File: src/rtl/pipe_hazard_ctrl_pkg.sv
// Shared types and constants for the pipeline hazard controller: scoreboard entry,
// forward-select encoding and default parameter values.
package cpu_pipe_pkg;

    localparam int unsigned DEF_STAGES   = 3;
    localparam int unsigned DEF_LOAD_LAT = 1;
    localparam int unsigned DEF_REG_AW   = 5;

    // Widest register index the scoreboard entry can carry; REG_AW must not exceed it.
    localparam int unsigned SB_RD_W = 8;

    localparam int unsigned FWD_RF = 0;

    typedef struct packed {
        logic               valid;
        logic [SB_RD_W-1:0] rd;
        logic               reg_write;
        logic               is_load;
    } sb_entry_t;

    // Matches in the oldest slot are covered by regfile write-through.
    function automatic int unsigned fwd_code(input int unsigned slot, input int unsigned stages);
        return (slot < stages - 1) ? slot + 1 : FWD_RF;
    endfunction

endpackage

File: src/rtl/pipe_hazard_ctrl_if.sv
// ID-stage request / hazard-control response bundle between the pipeline and pipe_hazard_ctrl.
interface pipe_hazard_ctrl_if
    import cpu_pipe_pkg::*;
#(
    parameter int unsigned STAGES = DEF_STAGES,
    parameter int unsigned REG_AW = DEF_REG_AW
);
    localparam int unsigned SW = $clog2(STAGES);

    logic              id_valid;
    logic [REG_AW-1:0] id_rs1;
    logic [REG_AW-1:0] id_rs2;
    logic              id_rs1_used;
    logic              id_rs2_used;
    logic [REG_AW-1:0] id_rd;
    logic              id_reg_write;
    logic              id_is_load;
    logic              ex_branch_taken;
    logic              mdu_busy;

    logic              stall_if;
    logic              stall_id;
    logic              bubble_ex;
    logic              stall_ex;
    logic              flush_ifid;
    logic              flush_idex;
    logic [SW-1:0]     fwd_sel_a;
    logic [SW-1:0]     fwd_sel_b;

    modport master (
        output id_valid, id_rs1, id_rs2, id_rs1_used, id_rs2_used,
               id_rd, id_reg_write, id_is_load, ex_branch_taken, mdu_busy,
        input  stall_if, stall_id, bubble_ex, stall_ex, flush_ifid, flush_idex,
               fwd_sel_a, fwd_sel_b
    );

    modport slave (
        input  id_valid, id_rs1, id_rs2, id_rs1_used, id_rs2_used,
               id_rd, id_reg_write, id_is_load, ex_branch_taken, mdu_busy,
        output stall_if, stall_id, bubble_ex, stall_ex, flush_ifid, flush_idex,
               fwd_sel_a, fwd_sel_b
    );

endinterface

File: src/rtl/pipe_hazard_ctrl_scoreboard.sv
// hazard_scoreboard: per-stage record of in-flight destinations, slot 0 = EX, slot STAGES-1 = WB.
module hazard_scoreboard
    import cpu_pipe_pkg::*;
#(
    parameter int unsigned STAGES = DEF_STAGES
) (
    input  logic                    clk,
    input  logic                    rst_n,
    input  logic                    freeze_ex,
    input  logic                    load_id,
    input  sb_entry_t               id_entry,
    output sb_entry_t [STAGES-1:0]  slots
);

    always_ff @(posedge clk or negedge rst_n) begin
        if (!rst_n) begin
            slots <= '0;
        end else begin
            for (int unsigned j = 2; j < STAGES; j++) begin
                slots[j] <= slots[j-1];
            end
            // A busy EX keeps its occupant; the stage behind it drains as a bubble.
            if (freeze_ex) begin
                slots[1] <= '0;
            end else begin
                slots[1] <= slots[0];
                slots[0] <= load_id ? id_entry : '0;
            end
        end
    end

endmodule

File: src/rtl/pipe_hazard_ctrl.sv
// Load-use / branch / multi-cycle hazard control with EX operand forwarding select.
// Optional PIPE_HAZARD_PERF_CNT_EN adds saturating stall_cnt / flush_cnt outputs.
module pipe_hazard_ctrl
    import cpu_pipe_pkg::*;
#(
    parameter int unsigned STAGES   = DEF_STAGES,
    parameter int unsigned LOAD_LAT = DEF_LOAD_LAT,
    parameter int unsigned REG_AW   = DEF_REG_AW
) (
    input  logic                clk,
    input  logic                rst_n,
    pipe_hazard_ctrl_if.slave   hz
`ifdef PIPE_HAZARD_PERF_CNT_EN
    ,
    output logic [31:0]         stall_cnt,
    output logic [31:0]         flush_cnt
`endif
);

    localparam int unsigned SW = $clog2(STAGES);

    sb_entry_t [STAGES-1:0] slots;
    sb_entry_t              id_entry;
    logic                   hazard;
    logic                   branch;
    logic                   busy;
    logic                   ld_stall;
    logic                   advance;
    logic [SW-1:0]          sel_a_d;
    logic [SW-1:0]          sel_b_d;
    logic [SW-1:0]          sel_a_q;
    logic [SW-1:0]          sel_b_q;

    function automatic logic slot_match(input sb_entry_t e, input logic [REG_AW-1:0] rs,
                                        input logic used);
        return used && (rs != '0) && e.valid && e.reg_write && (e.rd == SB_RD_W'(rs));
    endfunction

    always_comb begin
        id_entry           = '0;
        id_entry.valid     = hz.id_valid;
        id_entry.rd        = SB_RD_W'(hz.id_rd);
        id_entry.reg_write = hz.id_reg_write;
        id_entry.is_load   = hz.id_is_load;
    end

    // Walk oldest to youngest so the youngest match is the one left in sel_*_d.
    always_comb begin
        hazard  = 1'b0;
        sel_a_d = SW'(FWD_RF);
        sel_b_d = SW'(FWD_RF);
        for (int unsigned i = 0; i < STAGES; i++) begin
            if (slot_match(slots[STAGES-1-i], hz.id_rs1, hz.id_rs1_used)) begin
                sel_a_d = SW'(fwd_code(STAGES - 1 - i, STAGES));
                if (slots[STAGES-1-i].is_load && (STAGES - 1 - i) < LOAD_LAT) hazard = 1'b1;
            end
            if (slot_match(slots[STAGES-1-i], hz.id_rs2, hz.id_rs2_used)) begin
                sel_b_d = SW'(fwd_code(STAGES - 1 - i, STAGES));
                if (slots[STAGES-1-i].is_load && (STAGES - 1 - i) < LOAD_LAT) hazard = 1'b1;
            end
        end
        hazard = hazard & hz.id_valid;
    end

    // Priority: taken branch > multi-cycle busy > load-use; everything quiet in reset.
    assign branch   = rst_n & hz.ex_branch_taken;
    assign busy     = rst_n & hz.mdu_busy & ~hz.ex_branch_taken;
    assign ld_stall = rst_n & hazard & ~busy & ~branch;
    assign advance  = ~busy & ~ld_stall & ~branch;

    assign hz.stall_if   = busy | ld_stall;
    assign hz.stall_id   = busy | ld_stall;
    assign hz.stall_ex   = busy;
    assign hz.bubble_ex  = ld_stall;
    assign hz.flush_ifid = branch;
    assign hz.flush_idex = branch;
    assign hz.fwd_sel_a  = sel_a_q;
    assign hz.fwd_sel_b  = sel_b_q;

    always_ff @(posedge clk or negedge rst_n) begin
        if (!rst_n) begin
            sel_a_q <= SW'(FWD_RF);
            sel_b_q <= SW'(FWD_RF);
        end else if (advance) begin
            sel_a_q <= sel_a_d;
            sel_b_q <= sel_b_d;
        end
    end

    hazard_scoreboard #(.STAGES(STAGES)) u_scoreboard (
        .clk       (clk),
        .rst_n     (rst_n),
        .freeze_ex (busy),
        .load_id   (advance),
        .id_entry  (id_entry),
        .slots     (slots)
    );

`ifdef PIPE_HAZARD_PERF_CNT_EN
    always_ff @(posedge clk or negedge rst_n) begin
        if (!rst_n) begin
            stall_cnt <= '0;
            flush_cnt <= '0;
        end else begin
            if (hz.stall_id && (stall_cnt != '1)) stall_cnt <= stall_cnt + 32'd1;
            if (hz.flush_idex && (flush_cnt != '1)) flush_cnt <= flush_cnt + 32'd1;
        end
    end
`endif

    a_no_branch_while_busy: assert property (@(posedge clk) disable iff (!rst_n)
        !(hz.mdu_busy && hz.ex_branch_taken));

endmodule

File: src/flat_wrapper.sv
// flat-port wrapper written by rule: the top's interface ports become plain ports
module pipe_hazard_ctrl_flat import cpu_pipe_pkg::*;
#(
    parameter int unsigned STAGES   = DEF_STAGES,
    parameter int unsigned LOAD_LAT = DEF_LOAD_LAT,
    parameter int unsigned REG_AW   = DEF_REG_AW
)
  (clk, rst_n, hz_id_valid, hz_id_rs1, hz_id_rs2, hz_id_rs1_used, hz_id_rs2_used, hz_id_rd, hz_id_reg_write, hz_id_is_load, hz_ex_branch_taken, hz_mdu_busy, hz_stall_if, hz_stall_id, hz_bubble_ex, hz_stall_ex, hz_flush_ifid, hz_flush_idex, hz_fwd_sel_a, hz_fwd_sel_b);
  pipe_hazard_ctrl_if #(.STAGES(STAGES), .REG_AW(REG_AW)) hz_i ();
  input  logic clk;
  input  logic rst_n;
  input wire logic [$bits(hz_i.id_valid)-1:0] hz_id_valid;
  input wire logic [$bits(hz_i.id_rs1)-1:0] hz_id_rs1;
  input wire logic [$bits(hz_i.id_rs2)-1:0] hz_id_rs2;
  input wire logic [$bits(hz_i.id_rs1_used)-1:0] hz_id_rs1_used;
  input wire logic [$bits(hz_i.id_rs2_used)-1:0] hz_id_rs2_used;
  input wire logic [$bits(hz_i.id_rd)-1:0] hz_id_rd;
  input wire logic [$bits(hz_i.id_reg_write)-1:0] hz_id_reg_write;
  input wire logic [$bits(hz_i.id_is_load)-1:0] hz_id_is_load;
  input wire logic [$bits(hz_i.ex_branch_taken)-1:0] hz_ex_branch_taken;
  input wire logic [$bits(hz_i.mdu_busy)-1:0] hz_mdu_busy;
  output wire logic [$bits(hz_i.stall_if)-1:0] hz_stall_if;
  output wire logic [$bits(hz_i.stall_id)-1:0] hz_stall_id;
  output wire logic [$bits(hz_i.bubble_ex)-1:0] hz_bubble_ex;
  output wire logic [$bits(hz_i.stall_ex)-1:0] hz_stall_ex;
  output wire logic [$bits(hz_i.flush_ifid)-1:0] hz_flush_ifid;
  output wire logic [$bits(hz_i.flush_idex)-1:0] hz_flush_idex;
  output wire logic [$bits(hz_i.fwd_sel_a)-1:0] hz_fwd_sel_a;
  output wire logic [$bits(hz_i.fwd_sel_b)-1:0] hz_fwd_sel_b;
  assign hz_i.id_valid = hz_id_valid;
  assign hz_i.id_rs1 = hz_id_rs1;
  assign hz_i.id_rs2 = hz_id_rs2;
  assign hz_i.id_rs1_used = hz_id_rs1_used;
  assign hz_i.id_rs2_used = hz_id_rs2_used;
  assign hz_i.id_rd = hz_id_rd;
  assign hz_i.id_reg_write = hz_id_reg_write;
  assign hz_i.id_is_load = hz_id_is_load;
  assign hz_i.ex_branch_taken = hz_ex_branch_taken;
  assign hz_i.mdu_busy = hz_mdu_busy;
  assign hz_stall_if = hz_i.stall_if;
  assign hz_stall_id = hz_i.stall_id;
  assign hz_bubble_ex = hz_i.bubble_ex;
  assign hz_stall_ex = hz_i.stall_ex;
  assign hz_flush_ifid = hz_i.flush_ifid;
  assign hz_flush_idex = hz_i.flush_idex;
  assign hz_fwd_sel_a = hz_i.fwd_sel_a;
  assign hz_fwd_sel_b = hz_i.fwd_sel_b;
  pipe_hazard_ctrl #(.STAGES(STAGES), .LOAD_LAT(LOAD_LAT), .REG_AW(REG_AW)) u_core (.clk(clk), .rst_n(rst_n), .hz(hz_i));
endmodule
File: config.mk
export PLATFORM = sky130hd
export DESIGN_NAME = pipe_hazard_ctrl_flat
export DESIGN_NICKNAME = d
export VERILOG_FILES = /design/src/rtl/pipe_hazard_ctrl_pkg.sv /design/src/rtl/pipe_hazard_ctrl_if.sv /design/src/rtl/pipe_hazard_ctrl_scoreboard.sv /design/src/rtl/pipe_hazard_ctrl.sv /design/src/flat_wrapper.sv
export SDC_FILE = /design/constraint.sdc
export NUM_CORES = 1
export LEC_CHECK = 0
export CELL_PAD_IN_SITES_DETAIL_PLACEMENT = 1
export CELL_PAD_IN_SITES_GLOBAL_PLACEMENT = 2
export CORE_ASPECT_RATIO = 1.1
export CORE_MARGIN = 2
export CORE_UTILIZATION = 28
export DETAILED_ROUTE_END_ITERATION = 10
export GPL_TIMING_DRIVEN = 0
export MAX_ROUTING_LAYER = met4
export PLACE_DENSITY_LB_ADDON = 0.1
export SYNTH_ARGS = -nofsm -noshare
export SYNTH_HDL_FRONTEND = slang
export SYNTH_SLANG_ARGS = --single-unit
File: constraint.sdc
create_clock -name clk -period 2.5 [get_ports clk]
set_input_delay 0.5 -clock clk [delete_from_list [all_inputs] [get_ports clk]]
set_output_delay 0.5 -clock clk [all_outputs]
set_load 0.02 [all_outputs]
==> results.py, run 1 <==
metrics = {
    "synth": {
        "synth_commonest_cells": "dfrtp_1 (19), xnor2_1 (12), a32o_1 (8), and2_1 (8), xor2_1 (8)",
        "synth_top_area_cell": "dfrtp_1",
        "synthesis.nets": 123,
        "synth_edf_count": 0,
        "synth.ff_latch_count": 19,
        "yosysSeqAreaShare_pct": 44.3,
        "syn_area_sq_um": 1070,
        "synth.top_cell.area_share_pct": 44.3,
        "yosysMostFrequentCell": "dfrtp_1",
        "synth_ff_type": "dfrtp_1",
        "synth_warnings": 0,
        "synth.distinct_cells": 30,
        "synth_area_leaders": "dfrtp_1 (44%), xnor2_1 (9.8%), a32o_1 (7.5%)",
        "synth_cells": 99,
        "async_reset_ff_share_pct": 100,
        "avgSynthCellArea_sq_um": 10.8,
    },
    "pwr": {
        "vdd_ir_drop_max_uv": 264,
        "leakage_nw": 0.660,
        "finalPower_mw": 0.722,
        "powerDensity_nw_per_um2": 456,
    },
    "clock_network": {
        "ctsHoldBuffers": 0,
        "clk_pin_slew_worst_paths_ns": 0.07,
        "root_buffer": "clkbuf_8",
        "clk_path_buf_depth": 2,
        "cts_tree": "yes",
        "cts_max_level": 1,
        "clkSinkCount": 19,
        "cts_made_buffers": 3,
        "clk_latency_ns": 0.26,
    },
    "cells_and_area": {
        "area_growth_pct": 47.6,
        "fillers": 436,
        "num_antenna_cells": 0,
        "nNetsFinal": 169,
        "drive_gt1_share_pct": 27.8,
    },
    "drt": {
        "drt-wirelength-per-cell_um": 14.9,
        "postRouteAntennaNets": 0,
        "dr.pass1.iters": 2,
        "drt_iter0_markers": 16,
        "via_per_inst": 4.81,
        "finalWirelength_um": 2880,
        "vias": 934,
        "remaining_drc_errors": 0,
    },
    "floorplanning": {
        "die_h_um": 68.9,
        "core_sq_um": 3650,
        "rows": 23,
        "initial_core_util_pct": 29.4,
        "io_pins": 34,
        "die_area_sq_um": 4350,
        "die_w_um": 63.0,
    },
    "grt": {
        "grt_max_degree": 24,
        "grt_usage_pct": 15.4,
        "overflow": 0,
        "grt_pass1_wl_um": 4810,
        "antenna_found_initial": 0,
        "grt_pass1_vias": 937,
    },
    "sta": {
        "setup_ws_ns": 0.0440,
        "clock_skew_ns": 0.00418,
        "rsz0062_at_grt": "no",
        "slew_violations": 0,
        "hold_viol_final": 0,
        "period_needed_ns": 2.46,
        "fmax_ghz": 0.407,
        "relSlewSlack_pct": 50.0,
        "worst_pin_slew_ns": 0.742,
        "setup_viol": 0,
        "period_share_pct": 98.2,
    },
    "outcome": {
        "status": "complete, no violations",
    },
    "flow_run": {
        "drv_cap": 0,
    },
    "place": {
        "port_buffers": 33,
        "place_hpwl_um": 2190,
        "gp_congestion": 0.720,
        "dp_slack_ns": -1.51,
    },
    "worst_setup_path": {
        "crit_type": "in2out",
        "crit_path_end_kind": "primary output",
        "critPathMaxFanout": 3,
        "critical_path.cell_chain": "buf_2 > or4_4 > o21ai_4 > nor3_4 > o21ai_4 > nand2_2 > buf_4 > buf_6",
        "arrival_ns": 1.96,
        "crit_slowest_cell": "or4_4",
        "slowest_delay_ns": 0.54,
        "worstPathRequired_ns": 2.00,
        "cp_common_cell": "o21ai_4",
        "worst_setup_path_start_kind": "primary input",
    },
    "worst_hold_path": {
        "holdCritPathClass": "in2async",
    },
}
## layer usage
metal	up-vias	global-route usage, %	share of wire [%]
met5	-	-	0
met4	0	8.33	2.0
met3	5	2.76	4.5
met1	450	18.5	46
met2	21	24.9	47
li1	458	-	-
## logic make-up (layout without fill, tap and decap cells)
group / after synthesis / after routing / share of synthesized area, %
and+or+nand+nor: 30 / 30 / 17.7
DFF: 19 / 19 / 44.3
buffers and inverters: 7 / 52 / 3.15
xor gates and xnor gates: 20 / 20 / 16.3
AOI/OAI and AO/OA: 23 / 23 / 18.5
## path summary, 6_finish.rpt
path,from,end,slack (ns),cells past startpoint
setup / recovery,hz_id_rs1[4],hz_stall_if,0.04,8
hold / removal,rst_n,u_core.u_scoreboard.slots[14]$_DFF_PN0_,0.11,1
setup reg to reg,u_core.u_scoreboard.slots[3]$_DFFE_PN0N_,u_core.u_scoreboard.slots[5]$_DFFE_PN0N_,0.74,7
hold reg to reg,u_core.u_scoreboard.slots[0]$_DFFE_PN0N_,u_core.u_scoreboard.slots[0]$_DFFE_PN0N_,0.52,1
max in group asynchronous,rst_n,u_core.hz.fwd_sel_a[1]$_DFFE_PN0P_,2.16,1
min in group clk,u_core.u_scoreboard.slots[0]$_DFFE_PN0N_,u_core.u_scoreboard.slots[0]$_DFFE_PN0N_,0.52,1
## where the power goes
group	switching, mW	internal [mW]
clock network	0.107	0.112
logic	0.0697	0.0828
registers	0.0214	0.329
total	0.198	0.524
## cells in the final DEF, fill, tap and decap left out, types with 3 or more instances in the layout
master | netlist | routed
dfrtp_1 | 19 | 19
clkdlybuf4s50_1 | 0 | 18
buf_4 | 2 | 13
xnor2_1 | 12 | 12
and2_1 | 8 | 8
a32o_1 | 8 | 8
xor2_1 | 8 | 8
a21oi_1 | 6 | 6
buf_2 | 0 | 6
o21ai_4 | 1 | 3
nand4_1 | 3 | 3
clkbuf_8 | 0 | 3
dlygate4sd2_1 | 0 | 3
## sequential cells by signal, indices dropped and copies added (netlist names)
| signal | flops |
|---|---|
| u_core.hz.fwd_sel_b | 2 |
| u_core.u_scoreboard.slots | 15 |
| u_core.hz.fwd_sel_a | 2 |
## stage by stage
step                      cell area, sq um  utilization [%]  std cells  hold slack, ns  TNS [ns]
final                                 1580             43.3        194           0.111         0
after global routing                  1580             43.3        194           0.117         0
after CTS                             1550             42.5        190           0.121         0
after detailed placement              1470             40.1        182           0.510    -13.67
after global placement                1470             40.1        182           0.507    -12.37
after floorplan                       1070                -         99           0.204         0
## area by class of cell
| type | instances | area [sq um] | area share (%) |
|---|---|---|---|
| repair buffers | 42 | 364 | 23.0 |
| clock buffers | 3 | 41.3 | 2.61 |
| flip-flops and latches | 19 | 475 | 30.0 |
| inverters | 3 | 12.5 | 0.790 |
| plain buffers | 3 | 18.8 | 1.18 |
| multi-input cells | 73 | 602 | 38.0 |
| well taps | 50 | 62.6 | 3.95 |
| clock inverters | 1 | 7.51 | 0.474 |
## worst max-delay path, delay by kind of cell
kind | cells | cell delay, ns
AO/OA/AOI/OAI | 2 | 0.38
AND/OR/NAND/NOR | 3 | 0.69
buffers and inverters | 3 | 0.38
## repair_timing
action,4_1_cts,5_1_grt
setup buffers,5,4
endpoints found under the setup margin,18,2
pin swaps,8,3
gates resized for setup,65,0
No activity file was read; power rests on OpenSTA's default activity.
==> run 2: changes to the inputs <==
SLEW_MARGIN = 20   (was not set)
==> results of run 2 <==
Same layout as run 1: the final DEF is identical, and so are final timing and power.
